===== src/rtl/uart_rxdrain_pkg.sv =====
// Shared constants and state encoding for the UART receive-ring drain.
package uart_rxdrain_pkg;

    localparam int unsigned RING_LOG2      = 3;
    localparam logic [7:0]  TERM_BYTE_DFLT = 8'h0D;

    typedef enum logic {
        S_EMPTY = 1'b0,
        S_FULL  = 1'b1
    } drain_state_e;

endpackage


===== src/rtl/uart_rxdrain.sv =====
// Drains the UART receive ring in order onto a registered valid/ready byte stream,
// tracking occupancy from tail pointer advances and flagging overruns.
module uart_rxdrain
    import uart_rxdrain_pkg::*;
#(
    parameter int unsigned DEPTH_LOG2 = RING_LOG2,
    parameter logic [7:0]  TERM_BYTE  = TERM_BYTE_DFLT
) (
    input  logic                  clk,
    input  logic                  nrst,
    input  logic [DEPTH_LOG2-1:0] tail_addr,
    input  logic [7:0]            rd_data,
    output logic [DEPTH_LOG2-1:0] rd_addr,
    input  logic                  flush,
    output logic [7:0]            out_data,
    output logic                  out_last,
    output logic                  out_valid,
    input  logic                  out_ready,
    output logic [DEPTH_LOG2:0]   pending,
    output logic                  ovf,
    input  logic                  clr_ovf
);

    localparam logic [DEPTH_LOG2:0] PEND_FULL = {1'b1, {DEPTH_LOG2{1'b0}}};

    drain_state_e            state_q, state_d;
    logic [DEPTH_LOG2-1:0]   head_q, head_d;
    logic [DEPTH_LOG2-1:0]   tail_q, tail_d;
    logic [DEPTH_LOG2:0]     pending_q, pending_d;
    logic [7:0]              data_q, data_d;
    logic                    last_q, last_d;
    logic                    ovf_q, ovf_d;
    logic                    arr, fetch, overrun;

    always_comb begin
        arr       = (tail_addr != tail_q);
        fetch     = (pending_q != '0) && ((state_q == S_EMPTY) || out_ready);
        overrun   = arr && !fetch && (pending_q == PEND_FULL);
        state_d   = state_q;
        head_d    = head_q;
        tail_d    = tail_q;
        pending_d = pending_q;
        data_d    = data_q;
        last_d    = last_q;
        ovf_d     = ovf_q;

        if (clr_ovf) begin
            ovf_d = 1'b0;
        end

        if (flush) begin
            head_d    = tail_addr;
            tail_d    = tail_addr;
            pending_d = '0;
            state_d   = S_EMPTY;
        end else begin
            tail_d = tail_addr;
            if (fetch) begin
                data_d  = rd_data;
                last_d  = (rd_data == TERM_BYTE);
                head_d  = head_q + 1'b1;
                state_d = S_FULL;
            end else if ((state_q == S_FULL) && out_ready) begin
                state_d = S_EMPTY;
            end

            if (arr && !fetch && !overrun) begin
                pending_d = pending_q + 1'b1;
            end else if (fetch && !arr) begin
                pending_d = pending_q - 1'b1;
            end

            // Ring full and nothing drained: the oldest unfetched slot is being
            // overwritten, so skip past it; set beats a same-cycle clear.
            if (overrun) begin
                head_d = head_q + 1'b1;
                ovf_d  = 1'b1;
            end
        end
    end

    always_ff @(posedge clk or negedge nrst) begin
        if (!nrst) begin
            state_q   <= S_EMPTY;
            head_q    <= '0;
            tail_q    <= '0;
            pending_q <= '0;
            data_q    <= '0;
            last_q    <= 1'b0;
            ovf_q     <= 1'b0;
        end else begin
            state_q   <= state_d;
            head_q    <= head_d;
            tail_q    <= tail_d;
            pending_q <= pending_d;
            data_q    <= data_d;
            last_q    <= last_d;
            ovf_q     <= ovf_d;
        end
    end

    assign rd_addr   = head_q;
    assign out_data  = data_q;
    assign out_last  = last_q;
    assign out_valid = (state_q == S_FULL);
    assign pending   = pending_q;
    assign ovf       = ovf_q;

endmodule


===== config.mk =====
export PLATFORM = sky130hd
export DESIGN_NAME = uart_rxdrain
export DESIGN_NICKNAME = d
export VERILOG_FILES = /design/src/rtl/uart_rxdrain_pkg.sv /design/src/rtl/uart_rxdrain.sv
export SDC_FILE = /design/constraint.sdc
export NUM_CORES = 1
export LEC_CHECK = 0
export ABC_AREA = 1
export CORE_MARGIN = 8
export CORE_UTILIZATION = 45
export CTS_BUF_LIST = sky130_fd_sc_hd__clkbuf_16
export DETAILED_ROUTE_END_ITERATION = 8
export PLACE_DENSITY = 0.82
export SLEW_MARGIN = 5
export SYNTH_ARGS = -nofsm -noshare
export SYNTH_HDL_FRONTEND = slang
export SYNTH_SLANG_ARGS = --single-unit

===== constraint.sdc =====
create_clock -name clk -period 2.2 [get_ports clk]
set_clock_uncertainty 0.2 [all_clocks]
set_input_delay 0.44 -clock clk [delete_from_list [all_inputs] [get_ports clk]]
set_output_delay 0.44 -clock clk [all_outputs]
set_load 0.005 [all_outputs]

==> reports/results.ini <==
[synth]
yosysSeqAreaShare_pct = 47.6
syn_nets = 149
ys_types = 27
synth_area_leaders = dfrtp_1, nand2_1, inv_1, ha_1, nand3_1
netlist_area_mm2 = 0.00110
syn_inst = 129
ys_ff_latch = 21
avgSynthCellArea_um2 = 8.56
ys.warnings.count = 0
synth_top_area_share_pct = 47.6
synth_top_cell_by_area = dfrtp_1

[timing]
relSlewSlack_pct = 81.8
report.final.slew_viol_count = 0
worst_slew_pin_slew_ps = 273
setup_viol = 0
hold_viol_final = 0
max_freq_mhz = 485
period_needed_ps = 2060
min_period_over_period_pct = 93.7
setup_tns_ps = 0

[critical_path]
cp.arrival_ps = 2000
end_kind = flop
cp_data_required_time_ps = 2140
worst-setup-path-type = reg -> reg
cp_max_fo = 4
setup.worst_path.end = pending[3]
worstSetupStartpointType = flop
crit_start = pending[0]
regToRegEndpoint = pending[3]
r2r_setup_slack_ps = 140
reg2reg_from = pending[0]
r2r_cells = 11

[floorplan]
dieArea_mm2 = 0.00430
ios = 34
coreArea_mm2 = 0.00241
rows = 18
die_height_um = 65.6
start_util_pct = 45.8
die_width_um = 65.6

[global_routing]
antenna_found_initial = 0
gr-usage-all-layers_pct = 15.0
grt_pass1_wl_mm = 5.17
grt.overflow.total = 0
grt_max_degree = 22
grt_pass1_vias = 1160

[clock_network]
cts.sinks = 21
cts_root_buffer = clkbuf_16
cts_max_path_buffers = 2
cts_tree = yes
cts.hold.buffers_added = 0
clk_latency_ps = 250
cts_inserted_buffers = 3
htree_levels = 1
clk_pin_slew_worst_paths_ps = 60

[outcome]
status = finished, final reports clean

[route]
vias_per_cell = 5.02
vias = 1074
dr.pass1.iters = 6
drtAntennaViolNets = 0
wl_per_cell_um = 14.2
drc = 0
drt-initial-drc-count = 45
wl_mm = 3.05

[final_layout]
synthToLayoutAreaGrowth_pct = 59.6
n_antenna_cell = 0
fin_nets = 205
layout_common_cells = nand2_1, clkdlybuf4s50_1, dfrtp_1, buf_4, inv_1
final_area_mm2 = 0.00176
fin_util_pct = 73.2
final.fill_count = 184
mostFrequentLayoutCell = nand2_1
drive_above_1_share_pct = 26.1
final_cells = 214

[power]
p_total_mw = 2.49
irDropWorstVdd_mv = 0.883
power_density_mw_per_mm2 = 1410
power.leakage_nw = 0.856

[placed_design]
gp_congestion = 0.945
dp.cells = 200
place_area_mm2 = 0.00153
hpwl_mm = 2.20
place.port_buffers = 33

[worst_hold_path]
hp-class = in -> reg

[job]
maxCapViolCount = 0

through the flow:
stage	worst slack, ps	hold WS, ps
final	139	257
after detailed placement	-472	272
after global routing	-2.98	263
after global placement	-294	265
after CTS	4.30	255
after floorplan	182	-55.6
logic make-up after synthesis:
| logic type | share of synthesized area, % |
|---|---|
| simple gates | 28.7 |
| buf+inv | 5.78 |
| flops | 47.6 |
| fa+ha+maj | 5.21 |
| xor+xnor | 1.59 |
| compound gates | 11.2 |
flip-flops by register name (all words and copies together) (netlist names):
name and count:
out_data 8, pending 4, rd_addr 3, tail_q 3, out_last 1, out_valid 1
ovf 1
how the worst min path moves through the flow:
stage / from / end / slack [ps] / depth (start not counted)
after global placement: out_data[3] / out_data[3] / 260 / 2
final: tail_addr[2] / tail_q[2] / 260 / 1
after global routing: tail_addr[2] / tail_q[2] / 260 / 1
after CTS: tail_addr[2] / tail_q[2] / 260 / 1
after floorplan: nrst / out_data[0] / -60 / 0
after detailed placement: out_data[1] / out_data[1] / 270 / 2
cells in the mapped netlist, drive strengths merged:
| cell type | n |
|---|---|
| inv | 17 |
| xor2 | 1 |
| nand4 | 2 |
| nor2 | 8 |
| nand3b | 2 |
| nor3 | 1 |
| a21oi | 7 |
| nand2 | 45 |
| xnor2 | 1 |
| a31oi | 1 |
| fa | 1 |
| ha | 3 |
| dfrtp | 21 |
| o21ai | 7 |
| o21a | 2 |
| o22ai | 1 |
| nand3 | 9 |
report_power, final:
group | internal, mW | switching (mW)
registers | 0.537 | 0.114
clock network | 0.244 | 0.139
logic | 0.758 | 0.702
total | 1.54 | 0.955
layout make-up:
type	count	area, µm²	share of cell area, %
Clock buffer	3	75.1	4.26
Clock inverter	1	5.00	0.284
Inverter	17	63.8	3.62
Multi-Input combinational cell	91	571	32.4
Sequential cell	21	531	30.1
Tap cell	30	37.5	2.13
Timing Repair Buffer	51	480	27.3
worst max-delay path, stage by stage (launching register included):
cell	delay [ps]
dfrtp_2	430
nor2_4	170
nand2_4	80
o21ai_4	90
nand3_4	130
ha_4	260
nand2_1	70
nand2_1	90
a31oi_4	180
nand3_1	110
nand3_1	70
nand2_1	60
repair_timing:
action / CTS / global route
endpoints found under the setup margin: 2 / 2
setup buffers: 1 / 9
pin swaps: 1 / 4
gates resized for setup: 6 / 11
per-layer routing:
layer	vias to the layer above	share of wire [%]	global-route usage, %
li1	523	-	-
met1	495	39	16.2
met2	49	49	26.2
met3	7	10	5.61
met4	0	1.7	5.72
met5	-	0	0
Power figures use the tool's default switching activity.
